### config.mk
export PLATFORM = sky130hd
export DESIGN_NAME = trigger_capture_ctrl
export DESIGN_NICKNAME = d
export VERILOG_FILES = /design/src/rtl/trigger_capture_ctrl.sv
export SDC_FILE = /design/constraint.sdc
export NUM_CORES = 1
export LEC_CHECK = 0
export ABC_AREA = 1
export CELL_PAD_IN_SITES_DETAIL_PLACEMENT = 0
export CELL_PAD_IN_SITES_GLOBAL_PLACEMENT = 1
export CORE_UTILIZATION = 37
export CTS_BUF_LIST = sky130_fd_sc_hd__clkbuf_2 sky130_fd_sc_hd__clkbuf_4 sky130_fd_sc_hd__clkbuf_8
export DETAILED_ROUTE_END_ITERATION = 8
export GPL_TIMING_DRIVEN = 0
export PLACE_DENSITY_LB_ADDON = 0.1
export SYNTH_ARGS = -nofsm -noshare
export SYNTH_HDL_FRONTEND = slang
export SYNTH_SLANG_ARGS = --single-unit
### constraint.sdc
create_clock -name clk -period 4.8 [get_ports clk]
set_clock_uncertainty 0.2 [all_clocks]
set_input_delay 0.72 -clock clk [delete_from_list [all_inputs] [get_ports clk]]
set_output_delay 0.72 -clock clk [all_outputs]
set_load 0.1 [all_outputs]
### src/rtl/trigger_capture_ctrl.sv
// Capture sequencer: fills pre-trigger history, waits for a trigger, records the
// post-trigger window into the sample buffer, and reports position and status.
module trigger_capture_ctrl #(
    parameter int BAW = 6,
    parameter int BDW = 32,
    parameter int SDW = 32,
    parameter int SEW = 2,
    parameter int MAW = 10
) (
    input  logic           clk,
    input  logic           rst,
    output logic           bus_wready,
    input  logic           bus_wvalid,
    input  logic [BAW-1:0] bus_waddr,
    input  logic [BDW-1:0] bus_wdata,
    output logic           sti_tready,
    input  logic           sti_tvalid,
    input  logic [SEW-1:0] sti_tevent,
    input  logic [SDW-1:0] sti_tdata,
    output logic           mem_we,
    output logic [MAW-1:0] mem_waddr,
    output logic [SDW-1:0] mem_wdata,
    output logic [2:0]     sts_state,
    output logic [MAW-1:0] sts_trg_adr,
    output logic           sts_done,
    output logic           sts_abort,
    output logic           irq
);

    typedef enum logic [2:0] {
        ST_IDLE = 3'd0,
        ST_PRE  = 3'd1,
        ST_WAIT = 3'd2,
        ST_POST = 3'd3,
        ST_DONE = 3'd4
    } state_t;

    state_t         state_r;
    logic [MAW-1:0] cfg_pre_r;
    logic [MAW-1:0] cfg_post_r;
    logic [MAW-1:0] work_pre_r;
    logic [MAW-1:0] work_post_r;
    logic [MAW-1:0] wptr_r;
    logic [MAW-1:0] cnt_r;
    logic [MAW-1:0] trg_adr_r;
    logic           mem_we_r;
    logic [MAW-1:0] mem_waddr_r;
    logic [SDW-1:0] mem_wdata_r;
    logic           done_r;
    logic           abort_r;
    logic           irq_r;

    logic           ctrl_wr_s;
    logic           stop_s;
    logic           arm_s;
    logic           trg_s;
    logic           abt_s;
    logic           capturing_s;
    logic [MAW:0]   cnt_inc_s;
    logic           bus_unused_s;

    // Stop outranks arm; any command also masks the stream sample of that cycle.
    assign ctrl_wr_s    = bus_wvalid && (bus_waddr[1:0] == 2'd0);
    assign stop_s       = ctrl_wr_s && bus_wdata[1];
    assign arm_s        = ctrl_wr_s && bus_wdata[0] && !bus_wdata[1];
    assign trg_s        = sti_tevent[0];
    assign abt_s        = sti_tevent[1];
    assign capturing_s  = (state_r == ST_PRE) || (state_r == ST_WAIT) || (state_r == ST_POST);
    assign cnt_inc_s    = {1'b0, cnt_r} + {{MAW{1'b0}}, 1'b1};
    assign bus_unused_s = ^{bus_waddr, bus_wdata, sti_tevent};

    assign bus_wready  = 1'b1;
    assign sti_tready  = 1'b1;
    assign mem_we      = mem_we_r;
    assign mem_waddr   = mem_waddr_r;
    assign mem_wdata   = mem_wdata_r;
    assign sts_state   = state_r;
    assign sts_trg_adr = trg_adr_r;
    assign sts_done    = done_r;
    assign sts_abort   = abort_r;
    assign irq         = irq_r;

    // Configuration registers, capture sequencer and registered buffer write port.
    always_ff @(posedge clk or posedge rst) begin
        if (rst) begin
            state_r     <= ST_IDLE;
            cfg_pre_r   <= {MAW{1'b0}};
            cfg_post_r  <= {MAW{1'b0}};
            work_pre_r  <= {MAW{1'b0}};
            work_post_r <= {MAW{1'b0}};
            wptr_r      <= {MAW{1'b0}};
            cnt_r       <= {MAW{1'b0}};
            trg_adr_r   <= {MAW{1'b0}};
            mem_we_r    <= 1'b0;
            mem_waddr_r <= {MAW{1'b0}};
            mem_wdata_r <= {SDW{1'b0}};
            done_r      <= 1'b0;
            abort_r     <= 1'b0;
            irq_r       <= 1'b0;
        end else begin
            mem_we_r <= 1'b0;
            irq_r    <= 1'b0;

            if (bus_wvalid) begin
                case (bus_waddr[1:0])
                    2'd1:    cfg_pre_r  <= bus_wdata[MAW-1:0];
                    2'd2:    cfg_post_r <= bus_wdata[MAW-1:0];
                    default: ;
                endcase
            end

            if (stop_s) begin
                state_r <= ST_IDLE;
                done_r  <= 1'b0;
            end else if (arm_s) begin
                wptr_r      <= {MAW{1'b0}};
                cnt_r       <= {MAW{1'b0}};
                abort_r     <= 1'b0;
                done_r      <= 1'b0;
                work_pre_r  <= cfg_pre_r;
                work_post_r <= cfg_post_r;
                state_r     <= (cfg_pre_r == {MAW{1'b0}}) ? ST_WAIT : ST_PRE;
            end else if (sti_tvalid && capturing_s) begin
                if (abt_s) begin
                    state_r <= ST_IDLE;
                    abort_r <= 1'b1;
                end else begin
                    mem_we_r    <= 1'b1;
                    mem_waddr_r <= wptr_r;
                    mem_wdata_r <= sti_tdata;
                    wptr_r      <= wptr_r + MAW'(1);
                    case (state_r)
                        ST_PRE: begin
                            cnt_r <= cnt_inc_s[MAW-1:0];
                            if (cnt_inc_s == {1'b0, work_pre_r}) begin
                                state_r <= ST_WAIT;
                            end
                        end
                        ST_WAIT: begin
                            if (trg_s) begin
                                trg_adr_r <= wptr_r;
                                cnt_r     <= {MAW{1'b0}};
                                if (work_post_r == {MAW{1'b0}}) begin
                                    state_r <= ST_DONE;
                                    done_r  <= 1'b1;
                                    irq_r   <= 1'b1;
                                end else begin
                                    state_r <= ST_POST;
                                end
                            end
                        end
                        ST_POST: begin
                            cnt_r <= cnt_inc_s[MAW-1:0];
                            if (cnt_inc_s == {1'b0, work_post_r}) begin
                                state_r <= ST_DONE;
                                done_r  <= 1'b1;
                                irq_r   <= 1'b1;
                            end
                        end
                        default: ;
                    endcase
                end
            end
        end
    end

endmodule
==> results.cfg, run 1 <==
[hold_path]
hold_path.class = flip-flop to flip-flop
worstHoldStart = mem_wdata[11]$_DFFE_PP0P_
hold-path-cell-count = 2

[logic_synthesis]
yosysTopAreaCell = dfrtp_1
synth_ff_type = dfrtp_1
synth_edf_count = 0
synth_most_common_cell = nand2_1
synthCells = 668
netlist_area_sq_um = 5539
synth.ff_latch_count = 119
synth_area_leaders = dfrtp_1 54%, nand2_1 16%, inv_1 4.5%
yosysSeqAreaShare = 0.5376
yosysTopAreaCellShare = 0.5376
async_flop_share = 1.000
avgSynthCellArea_sq_um = 8.292
synth_warnings = 0
synth_commonest_cells = 231 x nand2_1, 119 x dfrtp_1, 66 x inv_1
synth.distinct_cells = 39

[clocking]
worstSkewPairLatency_ps = 440
holdBufCountCts = 0
root_buffer = clkbuf_8
cts_max_path_buffers = 2
ctsResizeCount = 0
cts_htree_levels = 4
cts_setup_buffers = 0
cts_sinks = 119
cts-buffers-inserted = 17
cts_tree = yes
clk_pin_slew_ps = 70

[placed_design]
port_buffers = 108
dp_hpwl_um = 10160
gp_congestion = 0.8534
dpl.cell_count = 962

[critical_path]
critPathMaxFanout = 4
crit_cells = 1
crit_buf_inv = 1
critPathKind = flip-flop to output pin
critical_path.top_delay_family = buffers and inverters
cp-startpoint = sts_state[2]$_DFFE_PP0P_
crit_chain = clkdlybuf4s50_1
arrival_ps = 2020
reg2reg_from = cnt_r[0]$_DFFE_PP0P_
slowest_stage = clkdlybuf4s50_1
reg2regPathDepth = 12
crit_required_ps = 3880
cp-end-kind = output pin
slowest_delay_ps = 1170
start_kind = flip-flop

[route]
drc = 0
viasPerCell = 4.727
drt_first_pass_iters = 4
drt-total-wl_um = 13880
drt_iter0_markers = 272
post_drt_wl_per_cell_um = 13.96
vias = 4699
final_antenna_net_count = 0

[sta]
setup_viol = 0
rsz0062_at_grt = no
finalHoldViolCount = 0
tightest_slew_ps = 1017
fmax_mhz = 340.3
finalCritPeriodShare = 0.6123
finalCriticalPeriod_ps = 2939
slew_violations = 0
relSlewSlack = 0.3196

[die]
top_level_ports = 137
dieHeight_um = 124.4
rows = 44
fp.dieW_um = 124.4
dieArea_sq_um = 15460
start_util = 0.3797
fp.coreArea_sq_um = 14590

[layout]
ff_latch_area_sq_um = 2978
fin_nets = 875
num-fill-cells = 1415
multi_input_area_sq_um = 2173
n_antenna_cell = 0
area_growth_pct = 32.69
layout-drive-gt1-share = 0.1160
fin_cells = 994
final_core_util = 0.5038

[power_and_ir_drop]
ir_drop_uv = 358.7
power.density_nw_per_um2 = 732.0
p_leak_uw = 0.003482
finalPower_uw = 5380

[global_route]
grt_pass1_wl_um = 23940
grt_pass1_vias = 4873
track_usage = 0.1947
antenna_found_initial = 0
grt_max_degree = 62
grt-ovfl-total = 0

[outcome]
status = complete, no violations

[job]
drv_cap = 0
==> registers in the layout, indices dropped and copies added (netlist names) <==
signal	flops
cfg_post_r	10
sts_done	1
cnt_r	10
sts_trg_adr	10
mem_waddr	10
wptr_r	10
sts_state	3
cfg_pre_r	10
mem_we	1
mem_wdata	32
work_post_r	10
work_pre_r	10
sts_abort	1
irq	1
==> routing by layer <==
metal,track usage,up-vias,part of all wire
li1,-,2388,-
met1,0.2535,2186,0.47
met2,0.3022,110,0.45
met3,0.06443,15,0.065
met4,0.06804,0,0.013
met5,0,-,0
==> per-stage QoR <==
stage / setup TNS, ps / worst slack [ps] / instance area (sq um) / hold WS (ps)
after floorplan: 0 / 722.5 / 5543 / 253.4
after global placement: -130880 / -1107 / 6854 / 252.5
after detailed placement: 0 / 1854 / 6887 / 257.6
after CTS: 0 / 1826 / 7350 / 273.9
after global routing: 0 / 1802 / 7350 / 297.1
final: 0 / 1861 / 7350 / 268.9
==> logic make-up (layout without fill, tap and decap cells) <==
logic type / after synthesis / count (layout) / share of synthesized area
DFF: 119 / 119 / 0.5376
AOI/OAI and AO/OA: 95 / 95 / 0.09510
other: 1 / 2 / 0.0006770
xor gates and xnor gates: 2 / 2 / 0.003163
and+or+nand+nor: 353 / 353 / 0.2882
adders and majority gates: 2 / 2 / 0.004517
buffers and inverters: 96 / 237 / 0.07070
==> layout by cell type (no fill, tap or decap), types with 3 or more instances in the layout <==
cell	instances
nand2_1	231
dfrtp_1	119
clkdlybuf4s50_1	108
inv_1	65
o21ai_0	43
nand3_1	38
nor2_1	28
o21ai_1	27
clkbuf_8	19
nand2_2	15
o22ai_1	13
buf_2	12
nand4_1	11
nand3_2	10
clkbuf_1	6
a21oi_1	6
clkinv_2	6
inv_2	5
nor3_1	5
bufinv_16	5
nor2_4	4
buf_4	4
clkinv_4	3
==> power by group <==
part | total, uW | switching [uW] | leakage (uW) | internal [uW]
logic | 2790 | 2160 | 0.00171 | 634
clock network | 1060 | 414 | 0.000239 | 643
registers | 1530 | 202 | 0.00153 | 1330
==> final cells by class <==
class | instances | area share
Clock inverter | 13 | 0.02741
Timing Repair Buffer | 109 | 0.1508
Sequential cell | 119 | 0.4052
Clock buffer | 19 | 0.03558
Multi-Input combinational cell | 454 | 0.2957
Inverter | 72 | 0.03762
Buffer | 24 | 0.01634
Tap cell | 184 | 0.03132
==> final timing paths <==
path                                              to  slack, ps
setup / recovery                        sts_state[2]       1860
hold / removal             mem_wdata[11]$_DFFE_PP0P_        270
setup reg to reg            sts_state[0]$_DFFE_PP0P_       2300
hold reg to reg            mem_wdata[11]$_DFFE_PP0P_        270
max in group asynchronous   mem_waddr[6]$_DFFE_PP0P_       3180
min in group asynchronous   mem_wdata[0]$_DFFE_PP0P_        520
No activity file was read; power rests on OpenSTA's default activity.
==> run 2, diff against run 1 <==
- clock period: 4.8 -> 3 ns (I/O delays scaled with it)
==> results.cfg, run 2 (synthesis gave the netlist of run 1 again) <==
[critical_path]
arrival_ps = 2010
reg2regPathDepth = 12
start_kind = flip-flop
critical_path.top_delay_family = buffers and inverters
critPathMaxFanout = 4
r2r_end = sts_state[0]$_DFFE_PP0P_
slowest_stage = clkdlybuf4s50_1
critPathKind = flip-flop to output pin
rrSetupSlack_ps = 450
worstSetupEndpoint = sts_state[2]
slowest_delay_ps = 1170
crit_required_ps = 2350
crit_cells = 1
crit_chain = clkdlybuf4s50_1
cp-end-kind = output pin
reg2reg_from = cnt_r[0]$_DFFE_PP0P_
cp-startpoint = sts_state[2]$_DFFE_PP0P_
crit_buf_inv = 1

[outcome]
status = complete, no violations

[clocking]
cts_sinks = 119
cts_max_path_buffers = 2
cts_setup_buffers = 0
ctsResizeCount = 0
holdBufCountCts = 0
worstSkewPairLatency_ps = 440
cts_tree = yes
cts-buffers-inserted = 17
clk_pin_slew_ps = 70
cts_htree_levels = 4
root_buffer = clkbuf_8

[layout]
layout-drive-gt1-share = 0.1171
fin_cells = 995
final_common_cell = nand2_1
final_cell_mix = 231 x nand2_1, 119 x dfrtp_1, 108 x clkdlybuf4s50_1, 65 x inv_1, 43 x o21ai_0
fin_nets = 877
largest_reg_flops = 32
area_growth_pct = 31.58
n_antenna_cell = 0

[route]
drt-total-wl_um = 13840
drt_first_pass_iters = 5
post_drt_wl_per_cell_um = 13.91
vias = 4739
final_antenna_net_count = 0
drc = 0
viasPerCell = 4.763
drt_iter0_markers = 266

[global_route]
track_usage = 0.1927
antenna_found_initial = 0
grt-ovfl-total = 0
grt_pass1_wl_um = 23810
grt_pass1_vias = 4847
grt_max_degree = 35

[die]
top_level_ports = 137
rows = 44
fp.coreArea_sq_um = 14590
fp.dieW_um = 124.4
dieHeight_um = 124.4
dieArea_sq_um = 15460
start_util = 0.3797

[placed_design]
dp_hpwl_um = 10270
dpl.cell_count = 964
gp_congestion = 0.8285
port_buffers = 108

[sta]
rsz0062_at_grt = no
fmax_mhz = 376.5
whs_ps = 276.2
tightest_slew_ps = 1011
finalHoldViolCount = 0
finalCritPeriodShare = 0.8853
relSlewSlack = 0.3236
setup_viol = 0
finalCriticalPeriod_ps = 2656
slew_violations = 0

[hold_path]
hold_path.class = flip-flop to flip-flop

[power_and_ir_drop]
p_leak_uw = 0.003450
power.density_nw_per_um2 = 1141
ir_drop_uv = 684.7

[job]
drv_cap = 0
-- run 2: cell types whose count changed in the layout (fill, tap and decap cells not counted), sizes merged --
cell      change
bufinv        -3
clkinvlp      +2
buf           +2
inv           -1
clkinv        -1
clkbuf        +2
-- run 2: report_power, final --
part,internal (uW),switching [uW]
combinational,1020,3460
clock,760,625
sequential,2120,325
total,3900,4410
-- run 2: how the worst min path moves through the flow --
| stage | cells after the start | slack (ps) | from | to |
|---|---|---|---|---|
| after global placement | 2 | 250 | mem_wdata[10]$_DFFE_PP0P_ | mem_wdata[10]$_DFFE_PP0P_ |
| final | 2 | 280 | mem_wdata[11]$_DFFE_PP0P_ | mem_wdata[11]$_DFFE_PP0P_ |
| after CTS | 2 | 280 | mem_wdata[28]$_DFFE_PP0P_ | mem_wdata[28]$_DFFE_PP0P_ |
| after global routing | 2 | 300 | mem_wdata[27]$_DFFE_PP0P_ | mem_wdata[27]$_DFFE_PP0P_ |
| after floorplan | 2 | 250 | cfg_post_r[0]$_DFFE_PP0P_ | cfg_post_r[0]$_DFFE_PP0P_ |
| after detailed placement | 2 | 260 | mem_wdata[5]$_DFFE_PP0P_ | mem_wdata[5]$_DFFE_PP0P_ |
-- run 2: per-stage QoR --
step / setup TNS [ps] / power (uW) / instance area, sq um / worst slack, ps / utilization
2_1_floorplan: 0 / 5848 / 5547 / 513.4 / -
6_report: 0 / 8313 / 7288 / 344.1 / 0.4996
3_5_place_dp: 0 / 6969 / 6918 / 293.9 / 0.4742
5_1_grt: 0 / 8761 / 7288 / 282.2 / 0.4996
4_1_cts: 0 / 8391 / 7288 / 302.8 / 0.4996
3_3_place_gp: -33060 / 6919 / 6858 / -283.9 / 0.4701
-- run 2: cell type report --
class | count | area (sq um)
Tap cell | 184 | 230.2
Buffer | 24 | 120.1
Inverter | 72 | 275.3
Timing Repair Buffer | 111 | 1141
Fill cell | 1383 | 7301
Sequential cell | 119 | 2978
Multi-Input combinational cell | 454 | 2173
Clock inverter | 10 | 106.4
Clock buffer | 21 | 264.0
-- run 2: metal layers --
| metal | wire length (um) | vias to the layer above | GRT usage |
|---|---|---|---|
| met2 | 6153 | 133 | 0.2980 |
| met1 | 6570 | 2190 | 0.2545 |
| li1 | - | 2398 | - |
| met3 | 911 | 18 | 0.06143 |
| met5 | 0 | - | 0 |
| met4 | 200 | 0 | 0.06520 |
